$ cat src/rtl/dual_port_ram_param_pkg.sv
// Shared types and helpers for the parametrised simple-dual-port RAM.
// Holds the clear-engine state encoding, collision-mode constants and the address range check.
package ram_pkg;

  typedef enum logic {
    ST_CLEAR = 1'b0,
    ST_IDLE  = 1'b1
  } clr_state_t;

  localparam int RD_FIRST = 0;
  localparam int WR_FIRST = 1;

  function automatic logic addr_ok(input logic [31:0] addr, input int unsigned depth);
    return addr < depth;
  endfunction

endpackage

$ cat src/rtl/dual_port_ram_param_if.sv
// Bundles the write, read and clear-request signals of dual_port_ram_param.
// master = user side, slave = RAM side.
interface dual_port_ram_param_if #(
  parameter int DATA_W = 8,
  parameter int ADDR_W = 4
);
  logic              we;
  logic [ADDR_W-1:0] wr_addr;
  logic [DATA_W-1:0] wr_data;
  logic              re;
  logic [ADDR_W-1:0] rd_addr;
  logic [DATA_W-1:0] rd_data;
  logic              rd_valid;
  logic              clr_start;
  logic              busy;

  modport master (
    output we, wr_addr, wr_data, re, rd_addr, clr_start,
    input  rd_data, rd_valid, busy
  );

  modport slave (
    input  we, wr_addr, wr_data, re, rd_addr, clr_start,
    output rd_data, rd_valid, busy
  );
endinterface

$ cat src/rtl/dual_port_ram_param_clear_ctrl.sv
// Clear engine: sweeps every word after reset or on request, then idles.
// busy is decoded from state so it rises immediately with reset.
module ram_clear_ctrl
  import ram_pkg::*;
#(
  parameter int DEPTH  = 16,
  parameter int ADDR_W = 4
) (
  input  logic              clock,
  input  logic              reset,
  input  logic              clr_start,
  output logic              busy,
  output logic [ADDR_W-1:0] clr_addr
);

  localparam logic [ADDR_W-1:0] LAST_ADDR = ADDR_W'(DEPTH - 1);

  clr_state_t        state, state_nxt;
  logic [ADDR_W-1:0] addr_nxt;

  always_ff @(posedge clock or posedge reset) begin
    if (reset) begin
      state    <= ST_CLEAR;
      clr_addr <= '0;
    end else begin
      state    <= state_nxt;
      clr_addr <= addr_nxt;
    end
  end

  always_comb begin
    state_nxt = state;
    addr_nxt  = clr_addr;
    busy      = 1'b0;
    case (state)
      ST_CLEAR: begin
        busy = 1'b1;
        if (clr_addr == LAST_ADDR) begin
          state_nxt = ST_IDLE;
          addr_nxt  = '0;
        end else begin
          addr_nxt = clr_addr + 1'b1;
        end
      end
      ST_IDLE: begin
        if (clr_start) state_nxt = ST_CLEAR;
      end
      default: state_nxt = ST_CLEAR;
    endcase
  end

endmodule

$ cat src/rtl/dual_port_ram_param.sv
// Simple-dual-port RAM with registered read, selectable collision policy and clear engine.
// The clear engine overrides the write port while busy; user reads are suppressed then.
module dual_port_ram_param
  import ram_pkg::*;
#(
  parameter int              DATA_W   = 8,
  parameter int              DEPTH    = 16,
  parameter int              ADDR_W   = 4,
  parameter int              RD_MODE  = 0,
  parameter logic [DATA_W-1:0] INIT_VAL = '0
) (
  input logic                clock,
  input logic                reset,
  dual_port_ram_param_if.slave bus
);

  localparam int IDX_W = (DEPTH > 1) ? $clog2(DEPTH) : 1;

  if ((2 ** ADDR_W) < DEPTH) begin : g_bad_addr_w
    $error("dual_port_ram_param: ADDR_W too small for DEPTH");
  end
  if (RD_MODE != RD_FIRST && RD_MODE != WR_FIRST) begin : g_bad_rd_mode
    $error("dual_port_ram_param: RD_MODE must be 0 or 1");
  end

  logic [DATA_W-1:0] mem [DEPTH];

  logic              busy;
  logic [ADDR_W-1:0] clr_addr;
  logic              wr_en;
  logic [IDX_W-1:0]  wr_idx;
  logic [DATA_W-1:0] wr_val;
  logic              rd_in_range;
  logic              collide;

  ram_clear_ctrl #(
    .DEPTH  (DEPTH),
    .ADDR_W (ADDR_W)
  ) u_clear_ctrl (
    .clock     (clock),
    .reset     (reset),
    .clr_start (bus.clr_start),
    .busy      (busy),
    .clr_addr  (clr_addr)
  );

  assign bus.busy = busy;

  always_comb begin
    wr_en  = 1'b0;
    wr_idx = '0;
    wr_val = '0;
    if (busy) begin
      wr_en  = 1'b1;
      wr_idx = clr_addr[IDX_W-1:0];
      wr_val = INIT_VAL;
    end else begin
      wr_en  = bus.we && addr_ok(32'(bus.wr_addr), DEPTH);
      wr_idx = bus.wr_addr[IDX_W-1:0];
      wr_val = bus.wr_data;
    end
  end

  assign rd_in_range = addr_ok(32'(bus.rd_addr), DEPTH);
  assign collide     = bus.we && (bus.wr_addr == bus.rd_addr);

  always_ff @(posedge clock) begin
    if (wr_en) mem[wr_idx] <= wr_val;
  end

  // The array read sees the pre-write word, which is the read-first result by construction.
  always_ff @(posedge clock or posedge reset) begin
    if (reset) begin
      bus.rd_data  <= '0;
      bus.rd_valid <= 1'b0;
    end else if (busy) begin
      bus.rd_valid <= 1'b0;
    end else begin
      bus.rd_valid <= bus.re;
      if (bus.re) begin
        if (!rd_in_range)
          bus.rd_data <= '0;
        else if (RD_MODE == WR_FIRST && collide)
          bus.rd_data <= bus.wr_data;
        else
          bus.rd_data <= mem[bus.rd_addr[IDX_W-1:0]];
      end
    end
  end

endmodule

$ cat src/flat_wrapper.sv
// flat-port wrapper written by rule: the top's interface ports become plain ports
module dual_port_ram_param_flat import ram_pkg::*;
#(
  parameter int              DATA_W   = 8,
  parameter int              DEPTH    = 16,
  parameter int              ADDR_W   = 4,
  parameter int              RD_MODE  = 0,
  parameter logic [DATA_W-1:0] INIT_VAL = '0
)
  (clock, reset, bus_we, bus_wr_addr, bus_wr_data, bus_re, bus_rd_addr, bus_clr_start, bus_rd_data, bus_rd_valid, bus_busy);
  dual_port_ram_param_if #(.DATA_W(DATA_W), .ADDR_W(ADDR_W)) bus_i ();
  input logic clock;
  input logic reset;
  input wire logic [$bits(bus_i.we)-1:0] bus_we;
  input wire logic [$bits(bus_i.wr_addr)-1:0] bus_wr_addr;
  input wire logic [$bits(bus_i.wr_data)-1:0] bus_wr_data;
  input wire logic [$bits(bus_i.re)-1:0] bus_re;
  input wire logic [$bits(bus_i.rd_addr)-1:0] bus_rd_addr;
  input wire logic [$bits(bus_i.clr_start)-1:0] bus_clr_start;
  output wire logic [$bits(bus_i.rd_data)-1:0] bus_rd_data;
  output wire logic [$bits(bus_i.rd_valid)-1:0] bus_rd_valid;
  output wire logic [$bits(bus_i.busy)-1:0] bus_busy;
  assign bus_i.we = bus_we;
  assign bus_i.wr_addr = bus_wr_addr;
  assign bus_i.wr_data = bus_wr_data;
  assign bus_i.re = bus_re;
  assign bus_i.rd_addr = bus_rd_addr;
  assign bus_i.clr_start = bus_clr_start;
  assign bus_rd_data = bus_i.rd_data;
  assign bus_rd_valid = bus_i.rd_valid;
  assign bus_busy = bus_i.busy;
  dual_port_ram_param #(.DATA_W(DATA_W), .DEPTH(DEPTH), .ADDR_W(ADDR_W), .RD_MODE(RD_MODE), .INIT_VAL(INIT_VAL)) u_core (.clock(clock), .reset(reset), .bus(bus_i));
endmodule
$ cat config.mk
export PLATFORM = sky130hd
export DESIGN_NAME = dual_port_ram_param_flat
export DESIGN_NICKNAME = d
export VERILOG_FILES = /design/src/rtl/dual_port_ram_param_pkg.sv /design/src/rtl/dual_port_ram_param_if.sv /design/src/rtl/dual_port_ram_param_clear_ctrl.sv /design/src/rtl/dual_port_ram_param.sv /design/src/flat_wrapper.sv
export SDC_FILE = /design/constraint.sdc
export NUM_CORES = 1
export LEC_CHECK = 0
export BUFFER_PORTS_ARGS = -buffer_cell sky130_fd_sc_hd__buf_4
export CAP_MARGIN = 20
export CORE_ASPECT_RATIO = 1.2
export CORE_UTILIZATION = 44
export DETAILED_ROUTE_END_ITERATION = 7
export PLACE_DENSITY = 0.63
export SLEW_MARGIN = 20
export SYNTH_ARGS = -nofsm -noshare
export SYNTH_HDL_FRONTEND = slang
export SYNTH_HIERARCHICAL = 1
export SYNTH_SLANG_ARGS = --single-unit
$ cat constraint.sdc
create_clock -name clock -period 5.6 [get_ports clock]
set_input_delay 0.56 -clock clock [delete_from_list [all_inputs] [get_ports clock]]
set_output_delay 0.56 -clock clock [all_outputs]
set_load 0.01 [all_outputs]
==> results.py, run 1 <==
metrics = {
    "global_routing": {
        "grt_util_met1_pct": 23.0,
        "grt_max_degree": 65,
        "global_route.usage.met3_pct": 5.61,
        "grt_antenna_before_repair": 0,
        "grt_pass1_vias": 3271,
        "grt_overflow": 0,
        "grt_usage_pct": 19.7,
        "grt_first_pass_wirelength_um": 18700,
        "use_met2_pct": 34.1,
        "top_usage_layer": "met2",
    },
    "finish": {
        "nets": 432,
        "post_route_cells_drive_above_1_share_pct": 18.0,
        "area_growth_pct": 18.0,
        "multi_input_area_mm2": 0.00142,
        "diodes": 0,
        "layout_commonest_cell": "edfxtp_1",
        "nFillCells": 1073,
        "final_cell_mix": "edfxtp_1, mux2i_1, buf_4, nand2_1, nor2_1",
        "final_util_pct": 53.5,
        "ff_latch_area_mm2": 0.00419,
    },
    "cts": {
        "cts_sinks": 142,
        "cts_tree": "done",
        "clock_path_buffers": 2,
        "clock_latency_ns": 0.42,
        "clk_pin_slew_ns": 0.06,
        "numCtsBuffers": 17,
        "cts_resized": 0,
        "cts_setup_buffers": 0,
        "clockRootBuffer": "clkbuf_16",
        "holdBufCountCts": 0,
        "htreeDepth": 4,
    },
    "sta": {
        "post-route-period-util_pct": 43.8,
        "setup_viol_count_final": 0,
        "maxSlewHeadroom_pct": 28.2,
        "slew_violations": 0,
        "worst_pin_slew_ns": 1.08,
        "fmax_mhz": 408,
        "skew_ns": 0.00656,
        "fin_crit_ns": 2.45,
        "fin_worst_hold_slack_ns": 0.0580,
        "fin_tns_setup_ns": 0,
        "finalHoldViolations": 0,
        "rsz0062_at_grt": "false",
    },
    "detailed_routing": {
        "drtPass1Iterations": 4,
        "vias": 3207,
        "drc": 0,
        "wl_per_cell_um": 21.0,
        "antenna_left": 0,
        "wl_um": 12300,
        "viasPerCell": 5.46,
        "drt_iter0_drc": 217,
    },
    "setup_path": {
        "cp_data_required_time_ns": 5.64,
        "endpoint_kind": "flip-flop",
        "path_max_fanout": 25,
        "critPathKind": "flip-flop to flip-flop",
        "start_kind": "flip-flop",
        "cp.arrival_ns": 2.49,
        "r2r_setup_slack_ns": 3.15,
        "reg2reg_depth": 4,
    },
    "floorplanning": {
        "die_h_um": 127,
        "die_w_um": 107,
        "ios": 31,
        "start_util_pct": 45.3,
        "rows": 45,
        "dieArea_mm2": 0.0136,
        "core_area_mm2": 0.0127,
    },
    "synthesis": {
        "syn_area_mm2": 0.00577,
        "post_synth_mux_area_share_pct": 11.3,
        "syn-num-nets": 392,
        "synth_seq_cells": 142,
        "synth-main-ff-cell": "edfxtp_1",
        "ys_warn_count": 6,
        "synth_top_family_by_area": "multiplexers",
        "yosysSeqAreaShare_pct": 72.7,
        "synthCells": 370,
        "synth_edf_count": 128,
        "syn_area_per_cell_um2": 15.6,
        "yosys.area_share.simple_pct": 8.16,
        "synth-xor-area-share_pct": 0.152,
        "synth_compound_area_share_pct": 4.73,
        "async_flop_share_pct": 9.86,
        "synthAdderAreaFrac_pct": 0.217,
        "ys_types": 36,
    },
    "power_and_ir_drop": {
        "p_clk_share_pct": 35.7,
        "power_switching_mw": 0.964,
        "p_int_mw": 2.54,
        "power_density_mw_per_mm2": 514,
        "combPwrFrac_pct": 18.5,
        "peakVddDrop_mv": 0.281,
        "p_leak_nw": 2.56,
        "p_sw_share_pct": 27.5,
        "p_seq_share_pct": 45.9,
    },
    "place": {
        "portBuffers": 30,
        "dp_hpwl_um": 8300,
        "globalplace.congestion": 0.791,
    },
    "run": {
        "drv_cap": 0,
    },
    "hold_path": {
        "min_path_type": "primary input to asynchronous set/reset pin",
    },
    "status": {
        "status": "completed",
    },
}
power by group through the flow:
| stage | clock network [mW] | registers (mW) | logic (mW) |
|---|---|---|---|
| final | 1.25 | 1.61 | 0.647 |
| after global routing | 1.30 | 1.63 | 0.706 |
| after CTS | 1.26 | 1.61 | 0.650 |
| after detailed placement | 0 | 1.63 | 0.648 |
| after global placement | 0 | 1.62 | 0.631 |
| after floorplan | 0 | 1.60 | 0.392 |
path summary, 6_finish.rpt:
path | endpoint | start
min in group clock | u_core/u_clear_ctrl/state | bus_clr_start
setup / recovery | u_core/mem[10][4] | u_core/u_clear_ctrl/state
hold reg to reg | u_core/bus.rd_data[6] | u_core/bus.rd_data[6]
setup reg to reg | u_core/mem[10][4] | u_core/u_clear_ctrl/state
max in group asynchronous | u_core/bus.rd_data[1] | reset
hold / removal | u_core/u_clear_ctrl/clr_addr[0] | reset
sequential cells by signal, indices dropped and copies added (netlist names):
signal and count:
u_core/bus.rd_data 8, u_core/u_clear_ctrl/clr_addr 4, u_core/bus.rd_valid 1, u_core/mem 128, u_core/u_clear_ctrl/state 1
area by class of cell:
type	count	area share, %
inverter	7	0.386
clock buffer	20	6.86
clock inverter	12	3.01
timing repair buffer	38	4.19
multi-input combinational	204	20.9
tap	164	3.01
sequential	142	61.6
worst max-delay path, cell delays in order (launching register included):
cell and delay [ns]:
dfrtp_1 0.43, inv_1 0.48, nor2b_1 0.26, a32oi_1 0.16
nor2_1 0.73
stage by stage:
| step | cells | total power, mW | setup slack (ns) | instance area, um2 |
|---|---|---|---|---|
| finish | 587 | 3.50 | 3.15 | 6810 |
| detailed placement | 555 | 2.28 | 3.20 | 6130 |
| CTS | 587 | 3.52 | 3.19 | 6800 |
| global route | 587 | 3.64 | 2.96 | 6810 |
| global placement | 555 | 2.25 | 3.20 | 6130 |
| floorplan | 370 | 1.99 | 3.73 | 5770 |
cells by family (layout without fill, tap and decap cells):
group	Yosys count	count (layout)
AOI/OAI and AO/OA	39	39
DFF	142	142
buffers and inverters	24	77
and+or+nand+nor	98	98
xor gates and xnor gates	1	1
muxes	65	65
adders and majority gates	1	1
cell usage after synthesis, types with 3 or more instances:
cell	n	share of area (%)
nor2b_1	13	1.4
nand2_1	30	2.0
inv_1	7	0.46
nor2_1	21	1.4
buf_6	3	0.59
nand4_1	6	0.65
edfxtp_1	128	67
a32oi_1	3	0.46
nand3_1	18	1.6
mux2i_1	64	11
a21oi_1	10	0.87
buf_2	7	0.61
a22oi_1	19	2.5
dfrtp_1	14	6.1
routing by layer:
metal	share of wire, %	wire (um)
met4	2.7	335
met5	0	0
met3	4.2	520
met2	53	6500
met1	40	4970
Power figures use the tool's default switching activity.
==> run 2: changes to the inputs <==
PLACE_DENSITY = 0.65   (was 0.63)
clock period = 2.2 ns   (was 5.6 ns; I/O delays follow)
==> run 2 against run 1 <==
Routed wire length up 0.13%. Register-to-register slack worse by 3.0 ns. Clock skew is 0.0020 ns higher. Sequential cell count unchanged. Sequential share of layout area fell by 0.99 points. Largest cell class unchanged.
==> results.py, run 2 (same netlist as run 1, synthesis figures left out) <==
metrics = {
    "detailed_routing": {
        "wl_um": 12300,
        "wl_met2_um": 6040,
        "drt_iter0_drc": 248,
        "viasPerCell": 5.39,
        "wl_met1_um": 5410,
        "dr.max_layer_used": "met4",
        "wl_per_cell_um": 20.4,
        "drtPass1Iterations": 4,
        "wl_met3_um": 704,
        "vias": 3266,
        "drc": 0,
        "antenna_left": 0,
    },
    "sta": {
        "maxSlewHeadroom_pct": 47.7,
        "slew_violations": 0,
        "fin_worst_hold_slack_ns": 0.207,
        "finalHoldViolations": 0,
        "setup_viol_count_final": 0,
        "post-route-period-util_pct": 93.6,
        "skew_ns": 0.00854,
        "fin_crit_ns": 2.06,
        "fin_tns_setup_ns": 0,
        "rsz0062_at_grt": "false",
        "setup_ws_ns": 0.142,
        "fmax_mhz": 486,
        "worst_pin_slew_ns": 0.781,
    },
    "finish": {
        "final_util_pct": 54.4,
        "reg_top3": "u_core/mem (128), u_core/bus.rd_data (8), u_core/u_clear_ctrl/clr_addr (4)",
        "nets": 452,
        "diodes": 0,
        "largest_reg_flops": 128,
        "post_route_cells_drive_above_1_share_pct": 19.7,
        "nFillCells": 1059,
        "max_flop_register": "u_core/mem",
        "final_cell_mix": "edfxtp_1, mux2i_1, buf_4, nand2_1, nor2_1",
        "area_growth_pct": 19.9,
        "layout_commonest_cell": "edfxtp_1",
    },
    "cts": {
        "cts_sinks": 142,
        "cts_setup_buffers": 0,
        "clock_path_buffers": 2,
        "htreeDepth": 4,
        "clock_latency_ns": 0.41,
        "cts_resized": 0,
        "clk_pin_slew_ns": 0.05,
        "numCtsBuffers": 17,
        "clockRootBuffer": "clkbuf_16",
        "cts_tree": "done",
    },
    "place": {
        "dp_slack_ns": 0.167,
        "dp_hpwl_um": 8040,
        "globalplace.congestion": 0.774,
        "portBuffers": 30,
    },
    "hold_path": {
        "min_from": "bus_rd_addr[3]",
        "min_path_type": "primary input to flip-flop",
    },
    "global_routing": {
        "grt_overflow": 0,
        "grt_usage_pct": 19.6,
        "grt_max_degree": 22,
        "grt_pass1_vias": 3257,
        "grt_first_pass_wirelength_um": 18800,
        "grt_antenna_before_repair": 0,
    },
    "setup_path": {
        "cp_data_required_time_ns": 2.24,
        "path_max_fanout": 16,
        "start_kind": "flip-flop",
        "critPathMaxStageDelay_ns": 0.55,
        "cp_top_family": "simple AND/OR/NAND/NOR gates",
        "critPathKind": "flip-flop to flip-flop",
        "crit_path_start": "u_core/u_clear_ctrl/state",
        "endpoint_kind": "flip-flop",
        "crit_chain": "inv_1, a21oi_1, buf_4, nor2_1",
        "crit_slowest_cell": "nor2_1",
        "cp.arrival_ns": 2.10,
        "worst-path-buf-inv": 2,
        "reg2reg_from": "u_core/u_clear_ctrl/state",
    },
    "floorplanning": {
        "dieArea_mm2": 0.0136,
        "die_w_um": 107,
        "ios": 31,
        "core_area_mm2": 0.0127,
        "die_h_um": 127,
        "start_util_pct": 45.3,
        "rows": 45,
    },
    "power_and_ir_drop": {
        "power_density_mw_per_mm2": 1260,
        "totalPowerFinal_mw": 8.74,
        "peakVddDrop_mv": 0.616,
        "p_leak_nw": 2.63,
    },
    "status": {
        "status": "completed",
    },
    "run": {
        "drv_cap": 0,
    },
}
-- run 2: cell count changes in the layout (fill, tap and decap cells not counted), moves of 3 or more --
cell,previous run,this run
nor2b_1,10,13
buf_4,38,54
clkinv_1,0,3
nor2b_2,3,0
-- run 2: repair_timing --
action / CTS / global route
hold endpoints to repair: 15 / 0
setup endpoints to repair: 0 / 0
hold buffers: 2 / 0
-- run 2: path summary, 6_finish.rpt --
kind / end / slack [ns] / cells past startpoint
worst max-delay path: u_core/mem[8][2] / 0.14 / 4
worst min-delay path: u_core/bus.rd_data[7] / 0.21 / 4
worst max register to register: u_core/mem[8][2] / 0.14 / 4
worst min register to register: u_core/bus.rd_data[7] / 0.48 / 2
max in group asynchronous: u_core/bus.rd_data[4] / 1.48 / 3
min in group asynchronous: u_core/u_clear_ctrl/clr_addr[0] / 0.28 / 3
-- run 2: report_power, final --
group | switching [mW] | internal [mW]
logic | 1.12 | 0.662
registers | 0.244 | 3.81
clock network | 1.00 | 1.90
total | 2.37 | 6.37
-- run 2: stage by stage --
stage,cell area (um2),std cells
6_report,6920,606
3_5_place_dp,6290,573
2_1_floorplan,5770,370
5_1_grt,6920,606
4_1_cts,6920,606
3_3_place_gp,6290,573
-- run 2: metal layers --
layer	global-route usage [%]	vias to the layer above
li1	-	1534
met1	26.3	1616
met2	30.9	103
met3	4.74	13
met4	7.82	0
met5	0	-
-- run 2: worst register-to-register path, stage by stage, from the launching register on --
cell and delay, ns:
dfrtp_1 0.38, inv_1 0.30, a21oi_1 0.26, buf_4 0.20, nor2_1 0.55
-- run 2: cell type report --
class / instances / area (um2) / area share (%)
flip-flops and latches: 142 / 4190 / 60.6
multi-input cells: 204 / 1420 / 20.5
repair buffers: 58 / 465 / 6.73
clock buffers: 18 / 439 / 6.35
well taps: 164 / 205 / 2.97
clock inverters: 13 / 171 / 2.48
inverters: 7 / 26.3 / 0.380
==> run 3: changes to the inputs <==
ABC_AREA = 1   (was not set)
GPL_TIMING_DRIVEN = 0   (was not set)
==> run 3 against run 2 <==
The flow now finishes with violations (setup timing). Sequential share of layout area fell by 1.7 points. Maximum frequency fell by 9.3%. Non-clock buffer count fell by 4. First-iteration DRC count rose by 27%. Largest power group unchanged. Combinational power rose by 9%. Die area rose by 3.4%. Clock skew barely moved. Sequential cell count did not move. Highest routed layer unchanged. Area after synthesis rose by 3.5%.
==> results.py, run 3 <==
metrics = {
    "status": {
        "status": "finished, violations left",
        "violations": "setup timing",
    },
    "global_routing": {
        "grt_first_pass_wirelength_um": 21000,
        "grt_usage_pct": 21.3,
        "grt_max_degree": 17,
        "grt_pass1_vias": 3826,
        "grt_overflow": 0,
        "grt_antenna_before_repair": 0,
    },
    "place": {
        "dp_hpwl_um": 9450,
        "portBuffers": 27,
        "globalplace.congestion": 0.875,
        "dp_slack_ns": -0.138,
        "dpl.cell_count": 734,
    },
    "power_and_ir_drop": {
        "peakVddDrop_mv": 1.08,
        "power_density_mw_per_mm2": 1240,
        "p_int_mw": 6.19,
        "p_leak_nw": 2.86,
        "power_switching_mw": 2.61,
        "p_sw_share_pct": 29.7,
        "p_seq_share_pct": 45.6,
        "totalPowerFinal_mw": 8.80,
        "combPwrFrac_pct": 22.1,
        "p_clk_share_pct": 32.3,
    },
    "sta": {
        "setup_ws_ns": -0.0683,
        "fin_worst_hold_slack_ns": 0.160,
        "setup_viol_count_final": 32,
        "skew_ns": 0.00900,
        "fmax_mhz": 441,
        "rsz0062_at_grt": "true",
        "finalHoldViolations": 0,
        "fin_crit_ns": 2.27,
        "worst_pin_slew_ns": 1.07,
        "post-route-period-util_pct": 103,
        "maxSlewHeadroom_pct": 28.6,
        "slew_violations": 0,
    },
    "run": {
        "drv_cap": 0,
    },
    "setup_path": {
        "crit_chain": "inv_2, inv_2, or2_0, o21ai_0, nand3_1, nor2_2",
        "reg2reg_depth": 6,
        "critPathKind": "flip-flop to flip-flop",
        "r2r-end": "u_core/mem[10][2]",
        "crit_path_frequent_cell": "inv_2",
        "critPathMaxStageDelay_ns": 0.52,
        "cp_data_required_time_ns": 2.25,
        "path_max_fanout": 12,
        "reg2reg_from": "u_core/u_clear_ctrl/state",
        "crit_slowest_cell": "nor2_2",
        "endpoint_kind": "flip-flop",
        "start_kind": "flip-flop",
        "r2r_setup_slack_ns": -0.07,
        "cp.arrival_ns": 2.32,
    },
    "hold_path": {
        "min_path_type": "primary input to flip-flop",
        "min_from": "bus_re",
        "min_delay_path_depth": 4,
        "hold_end": "u_core/bus.rd_data[6]",
    },
    "detailed_routing": {
        "drtPass1Iterations": 5,
        "drt_iter0_drc": 314,
        "viasPerCell": 5.20,
        "vias": 3990,
        "wl_um": 13900,
        "wl_per_cell_um": 18.0,
        "antenna_left": 0,
        "drc": 0,
    },
    "cts": {
        "cts_setup_buffers": 0,
        "cts_tree": "done",
        "cts_sinks": 142,
        "htreeDepth": 4,
        "numCtsBuffers": 17,
        "clock_latency_ns": 0.41,
        "clock_path_buffers": 2,
        "clk_pin_slew_ns": 0.06,
        "clockRootBuffer": "clkbuf_16",
    },
    "finish": {
        "max_flop_register": "u_core/mem",
        "post_route_cells_drive_above_1_share_pct": 18.7,
        "reg_top3": "u_core/mem (128), u_core/bus.rd_data (8), u_core/u_clear_ctrl/clr_addr (4)",
        "nets": 609,
        "fin_cells": 768,
        "diodes": 0,
        "largest_reg_flops": 128,
        "area_growth_pct": 19.3,
        "final_cell_mix": "nand2_1, edfxtp_1, nand3_1, buf_4, inv_1",
        "layout_commonest_cell": "nand2_1",
        "final_util_pct": 53.8,
    },
    "synthesis": {
        "synthCells": 539,
        "synth_edf_count": 128,
        "yosys.area_share.simple_pct": 23.8,
        "syn-num-nets": 561,
        "async_flop_share_pct": 9.86,
        "yosys-top-cells-area": "edfxtp_1, nand2_1, nand3_1",
        "synth_most_common_cell": "nand2_1",
        "ys_types": 21,
        "synth_top_family_by_area": "simple AND/OR/NAND/NOR gates",
        "ys_warn_count": 6,
        "yosysSeqAreaShare_pct": 70.2,
        "yosys.area.top_type": "edfxtp_1",
        "synth-main-ff-cell": "edfxtp_1",
        "syn_area_per_cell_um2": 11.1,
        "synth_compound_area_share_pct": 0.712,
        "synth_common_cells": "nand2_1, edfxtp_1, nand3_1",
        "synth_top_area_share_pct": 64.4,
        "synthAdderAreaFrac_pct": 0.210,
        "syn_area_mm2": 0.00597,
        "synth-xor-area-share_pct": 0,
        "synth_seq_cells": 142,
        "post_synth_mux_area_share_pct": 0,
    },
    "floorplanning": {
        "start_util_pct": 45.1,
        "die_w_um": 108,
        "dieArea_mm2": 0.0140,
        "rows": 46,
        "ios": 31,
        "core_area_mm2": 0.0132,
        "die_h_um": 130,
    },
}
-- run 3: cell type report --
class | count | area, um2
Timing Repair Buffer | 29 | 223
Fill cell | 1133 | 6120
Clock inverter | 5 | 77.6
Buffer | 25 | 204
Clock buffer | 27 | 523
Multi-Input combinational cell | 347 | 1600
Inverter | 25 | 93.8
Sequential cell | 142 | 4190
Tap cell | 168 | 210
-- run 3: how the worst max path moves through the flow --
stage / startpoint / slack (ns) / to / cells after the start
after floorplan: u_core/u_clear_ctrl/state / 0.35 / u_core/mem[3][0] / 6
after global placement: u_core/u_clear_ctrl/state / -0.07 / u_core/mem[6][3] / 6
after detailed placement: u_core/u_clear_ctrl/state / -0.14 / u_core/mem[6][0] / 6
after CTS: u_core/u_clear_ctrl/state / -0.06 / u_core/mem[8][5] / 6
after global routing: u_core/u_clear_ctrl/state / -0.15 / u_core/mem[10][2] / 6
final: u_core/u_clear_ctrl/state / -0.07 / u_core/mem[10][2] / 6
-- run 3: power by group through the flow --
stage | Sequential, mW | Combinational [mW] | Clock, mW
floorplan | 4.04 | 1.08 | 0
global placement | 4.05 | 1.64 | 0
detailed placement | 4.07 | 1.69 | 0
CTS | 4.02 | 1.77 | 2.87
global route | 4.07 | 2.14 | 2.99
finish | 4.01 | 1.94 | 2.84
-- run 3: cells by family (layout without fill, tap and decap cells) --
kind of cell             Yosys count  in the layout
AO/OA/AOI/OAI                      7              7
adder cells (fa/ha/maj)            1              1
buffers and inverters             50            111
flip-flops                       142            142
AND/OR/NAND/NOR                  339            339
-- run 3: layer usage --
layer,global-route usage [%],up-vias,routed length (um)
met5,0,-,0
li1,-,1932,-
met2,36.0,129,7040
met1,26.2,1909,5740
met4,8.11,0,364
met3,5.28,20,706
-- run 3: timing repair --
item                                   in CTS  in global routing
endpoints found under the hold margin      15                  0
setup endpoints to repair                  96                104
gates resized for setup                    12                 16
pin swaps                                   0                  1
hold buffers                                2                  0
-- run 3: worst max-delay path: cells and delay by family, from the launching register on --
kind	cells	cell delay, ns
AO/OA/AOI/OAI	1	0.14
buffers and inverters	2	0.28
flip-flops	1	0.40
AND/OR/NAND/NOR	3	1.09
-- run 3: metrics by stage --
stage               instance area [um2]  setup TNS (ns)
floorplan                          5970               0
global placement                   6380           -1.88
detailed placement                 6400           -5.85
CTS                                7050           -1.01
global route                       7120           -5.86
finish                             7120           -1.21
